$ cat src/rtl/sram_ctrl_pkg.sv
// Shared types and constants for the 32-bit-to-16-bit SRAM controller.
package sram_ctrl_pkg;

  localparam int unsigned SRAM_BASE_ADDR = 1024;
  localparam int unsigned SRAM_ADDR_W    = 18;
  localparam int unsigned SRAM_DATA_W    = 16;
  localparam int unsigned WORD_W         = SRAM_ADDR_W - 1;
  localparam int unsigned CNT_W          = 3;
  localparam int unsigned BUS_W          = 2 * SRAM_DATA_W;

  typedef enum logic [1:0] {
    IDLE,
    LOW,
    HIGH,
    DONE
  } state_t;

  typedef struct packed {
    logic              valid;
    logic [WORD_W-1:0] tag;
    logic [BUS_W-1:0]  data;
  } cache_entry_t;

  // Word index: byte offset from the SRAM window, low two bits dropped, wraps modulo 2^19.
  function automatic logic [WORD_W-1:0] word_index(input logic [31:0] byte_addr);
    return WORD_W'((byte_addr - 32'(SRAM_BASE_ADDR)) >> 2);
  endfunction

endpackage

$ cat src/rtl/sram_controller.sv
// Splits 32-bit MEM-stage loads/stores into two 16-bit SRAM phases (LOW, HIGH).
// Optional one-entry read cache is enabled by defining SRAM_WORD_CACHE_EN.
module sram_controller
  import sram_ctrl_pkg::*;
#(
  parameter int unsigned WAIT_CYCLES = 1
) (
  input  logic                   clk,
  input  logic                   rst,
  input  logic                   wr_en,
  input  logic                   rd_en,
  input  logic [31:0]            address,
  input  logic [31:0]            write_data,
  output logic [31:0]            read_data,
  output logic                   ready,
  output logic [SRAM_ADDR_W-1:0] sram_addr,
  output logic [SRAM_DATA_W-1:0] sram_dq_out,
  input  logic [SRAM_DATA_W-1:0] sram_dq_in,
  output logic                   sram_dq_oe,
  output logic                   sram_we_n
);

  state_t             state;
  state_t             state_next;
  logic [CNT_W-1:0]   cnt;
  logic [CNT_W-1:0]   cnt_next;
  logic [BUS_W-1:0]   rd_q;
  logic [WORD_W-1:0]  word_c;
  logic               req_c;
  logic               is_write_c;
  logic               phase_last_c;
  logic               hit_c;

  assign word_c       = word_index(address);
  assign req_c        = rd_en | wr_en;
  assign is_write_c   = wr_en;
  assign phase_last_c = (cnt == CNT_W'(WAIT_CYCLES));

`ifdef SRAM_WORD_CACHE_EN
  cache_entry_t cache;

  // A hit is answered in IDLE straight from the entry; no SRAM cycle is started.
  assign hit_c     = rd_en & ~wr_en & cache.valid & (cache.tag == word_c) & (state == IDLE);
  assign read_data = hit_c ? cache.data : rd_q;

  always_ff @(posedge clk) begin
    if (rst) begin
      cache <= '0;
    end else if (state == DONE) begin
      if (is_write_c) begin
        if (cache.tag == word_c) cache.valid <= 1'b0;
      end else begin
        cache <= '{valid: 1'b1, tag: word_c, data: rd_q};
      end
    end
  end
`else
  assign hit_c     = 1'b0;
  assign read_data = rd_q;
`endif

  // State and phase counter register.
  always_ff @(posedge clk) begin
    if (rst) begin
      state <= IDLE;
      cnt   <= '0;
    end else begin
      state <= state_next;
      cnt   <= cnt_next;
    end
  end

  // Next state, phase count and ready; the counter clears whenever a phase ends.
  always_comb begin
    state_next = state;
    cnt_next   = '0;
    ready      = 1'b0;
    case (state)
      IDLE: begin
        ready = ~req_c | hit_c;
        if (req_c && !hit_c) state_next = LOW;
      end
      LOW: begin
        if (phase_last_c) state_next = HIGH;
        else              cnt_next   = cnt + 1'b1;
      end
      HIGH: begin
        if (phase_last_c) state_next = DONE;
        else              cnt_next   = cnt + 1'b1;
      end
      DONE: begin
        ready      = 1'b1;
        state_next = IDLE;
      end
      default: state_next = IDLE;
    endcase
  end

  // SRAM pins are registered from the upcoming state so they line up with LOW/HIGH.
  always_ff @(posedge clk) begin
    if (rst) begin
      sram_addr   <= '0;
      sram_dq_out <= '0;
      sram_dq_oe  <= 1'b0;
      sram_we_n   <= 1'b1;
      rd_q        <= '0;
    end else begin
      case (state_next)
        LOW: begin
          sram_addr   <= {word_c, 1'b0};
          sram_dq_out <= write_data[SRAM_DATA_W-1:0];
          sram_dq_oe  <= is_write_c;
          sram_we_n   <= ~is_write_c;
        end
        HIGH: begin
          sram_addr   <= {word_c, 1'b1};
          sram_dq_out <= write_data[BUS_W-1:SRAM_DATA_W];
          sram_dq_oe  <= is_write_c;
          sram_we_n   <= ~is_write_c;
        end
        default: begin
          sram_dq_oe <= 1'b0;
          sram_we_n  <= 1'b1;
        end
      endcase
      if (!is_write_c && phase_last_c) begin
        if (state == LOW)  rd_q[SRAM_DATA_W-1:0]     <= sram_dq_in;
        if (state == HIGH) rd_q[BUS_W-1:SRAM_DATA_W] <= sram_dq_in;
      end
    end
  end

endmodule

$ cat config.mk
export PLATFORM = sky130hd
export DESIGN_NAME = sram_controller
export DESIGN_NICKNAME = d
export VERILOG_FILES = /design/src/rtl/sram_ctrl_pkg.sv /design/src/rtl/sram_controller.sv
export SDC_FILE = /design/constraint.sdc
export NUM_CORES = 1
export LEC_CHECK = 0
export CORE_MARGIN = 2
export CORE_UTILIZATION = 36
export CTS_BUF_LIST = sky130_fd_sc_hd__clkbuf_16
export CTS_CLUSTER_SIZE = 8
export DETAILED_ROUTE_END_ITERATION = 12
export GPL_TIMING_DRIVEN = 0
export PLACE_DENSITY = 0.74
export REMOVE_ABC_BUFFERS = 1
export SETUP_SLACK_MARGIN = 0.05
export SLEW_MARGIN = 20
export SYNTH_ARGS = -nofsm -noshare
export SYNTH_HDL_FRONTEND = slang
export SYNTH_SLANG_ARGS = --single-unit
$ cat constraint.sdc
create_clock -name clk -period 2.4 [get_ports clk]
set_clock_uncertainty 0.15 [all_clocks]
set_input_delay 0.36 -clock clk [delete_from_list [all_inputs] [get_ports clk]]
set_output_delay 0.36 -clock clk [all_outputs]
set_load 0.03 [all_outputs]
==> results.toml <==
[synth]
ys_seq_area_frac = 0.488
ys_async_sr_fraction = 0
syn_area_mm2 = 0.00299
synthCells = 356
synth_commonest_cells = "nand2_1 (99), dfxtp_1 (73), a21oi_1 (53)"
ys_ff_latch = 73
synth_edf_count = 0
syn_avg_cell_area_um2 = 8.40
yosys_warnings = 0
synth_ff_type = "dfxtp_1"
synth_area_leaders = "dfxtp_1 (49%), nand2_1 (12%), a21oi_1 (8.9%)"
synth_most_common_cell = "nand2_1"
synth_top_area_frac = 0.488
synth_top_cell_by_area = "dfxtp_1"
netlist-cell-type-count = 32

[route]
drt-total-wl_um = 8330
postRouteAntennaNets = 0
vias = 2967
drt_iter0_drc = 59
wl_per_cell_um = 13.7
viasPerCell = 4.90
first_pass_iters = 4
route.detailed.drc = 0

[finish]
drive_gt1_frac = 0.126
nets = 588
finalInstanceArea_mm2 = 0.00495
syn2layout_area_growth_pct = 65.4
diodes = 0

[setup_path]
required_ns = 1.89
cp_max_fo = 5
worstSetupEndpointType = "output pin"
r2r_start = "state[1]"
startpoint_type = "flop"
crit_arrival_ns = 1.74
crit_type = "flop to output pin"
startpoint = "state[1]"

[sta]
worstMarginPinSlew_ns = 0.796
slew-limit-headroom = 0.466
max_freq_mhz = 445
setup_ws_ns = 0.150
period_share = 0.937
grt_setup_unrepaired = "no"
finalHoldViolations = 0
min_period_ns = 2.25
maxSlewViolCount = 0
finalSetupViolCount = 0

[power_and_ir_drop]
p_int_mw = 2.84
power_frac_clock = 0.312
seq_power_share = 0.343
powerDensity_mw_per_mm2 = 848
leakage_nw = 1.81
swShare = 0.325
p_switching_mw = 1.36
peakVddDrop_mv = 0.411
pwr-share-comb = 0.346

[die]
die_w_um = 95.2
ioPinCount = 153
core_mm2 = 0.00813
rows = 33
die_y_um = 95.2
start_util = 0.368
die-area_mm2 = 0.00906

[placed_design]
dp_hpwl_um = 5520
portBuffers = 137
gp_congestion = 0.696
placed_area_mm2 = 0.00445
pre_cts_ws_ns = -1.54

[min_path]
hp-start = "read_data[21]"
min_path_type = "flop to flop"

[run]
drv_cap = 0

[clock_network]
cts_buffers = 9
cts_sinks = 73
htreeDepth = 3
worstSkewPairLatency_ns = 0.32
clock_path_buffers = 2
cts_tree = "done"
cts_root_buf = "clkbuf_16"
clk_pin_slew_ns = 0.06

[global_route]
grt_overflow_total = 0
grt_max_degree = 68
antenna_found_initial = 0
grt_pass1_wl_um = 12600
grt_busiest_layer = "met2"
grt_use_met1 = 0.211
grt_pass1_vias = 2602
track_usage = 0.182
use_met3 = 0.0798
use_met2 = 0.298

[run_status]
status = "completed"
[layer usage]
layer / part of all wire / vias to the layer above
li1: - / 1466
met1: 0.41 / 1374
met2: 0.48 / 118
met3: 0.10 / 9
met4: 0.011 / 0
met5: 0 / -
[timing repair]
item | 4_1_cts | 5_1_grt
resized for setup | 9 | 16
hold buffers | 0 | 0
gates cloned | 2 | 0
pin swaps | 1 | 2
setup buffers | 10 | 2
endpoints found under the setup margin | 37 | 37
[state kept, by name (all words and copies together), names as in the netlist]
| signal | flops |
|---|---|
| sram_addr | 18 |
| sram_dq_oe | 1 |
| read_data | 32 |
| sram_we_n | 1 |
| sram_dq_out | 16 |
| cnt | 3 |
| state | 2 |
[final timing paths]
check | end | slack, ns | depth (start not counted)
worst min-delay path | read_data[21] | 0.30 | 2
worst max register to register | sram_dq_out[10] | 0.16 | 10
worst min register to register | read_data[21] | 0.30 | 2
worst max-delay path | ready | 0.15 | 6
[metrics by stage]
step	setup TNS, ns	hold slack (ns)	std cells	power (mW)	utilization
floorplan	-14.24	0.271	332	2.14	-
detailed placement	-38.08	0.297	576	2.69	0.547
global route	0	0.316	606	4.42	0.608
global placement	-94.07	0.282	574	2.67	0.541
finish	0	0.303	606	4.20	0.608
CTS	0	0.305	604	4.16	0.597
[kinds of logic (layout without fill, tap and decap cells)]
| family | count (synthesis) | after routing | share of synthesized area |
|---|---|---|---|
| AO/OA/AOI/OAI | 68 | 68 | 0.126 |
| XOR/XNOR | 2 | 2 | 0.00586 |
| adder cells (fa/ha/maj) | 8 | 8 | 0.0335 |
| buffers and inverters | 34 | 179 | 0.0435 |
| flip-flops | 73 | 73 | 0.488 |
| multiplexers | 26 | 26 | 0.0937 |
| AND/OR/NAND/NOR | 145 | 145 | 0.209 |
[cell type report]
type,count,area [um2]
repair inverters,2,12.5
fillers,703,3190
multi-input cells,249,1510
clock buffers,9,225
well taps,105,131
flip-flops and latches,73,1460
repair buffers,151,1500
inverters,10,41.3
clock inverters,7,70.1
[cell usage in the layout (no fill, tap or decap), types with 3 or more instances in the layout]
cell type and count:
a211oi_1 4, a21oi_1 52, buf_4 10, buf_6 4, clkbuf_16 9, clkdlybuf4s50_1 134, clkinvlp_4 4, dfxtp_1 71
ha_1 3, ha_4 3, inv_1 8, mux2_2 16, mux2i_1 10, nand2_1 99, nor2_1 23
[power by group through the flow]
| stage | clock network, mW | registers, mW | logic, mW |
|---|---|---|---|
| after detailed placement | 0 | 1.46 | 1.23 |
| after CTS | 1.34 | 1.44 | 1.39 |
| final | 1.31 | 1.44 | 1.45 |
| after global placement | 0 | 1.45 | 1.21 |
| after floorplan | 0 | 1.73 | 0.412 |
| after global routing | 1.39 | 1.46 | 1.57 |
[worst max-delay path, cell delays in order (launching register included)]
cell and delay, ns:
dfxtp_2 0.35, inv_1 0.13, ha_4 0.16, nor3b_4 0.24, nor2_1 0.07, nor2_1 0.08, dlygate4sd2_1 0.39
Note: power is estimated with default switching activity, not from simulation.
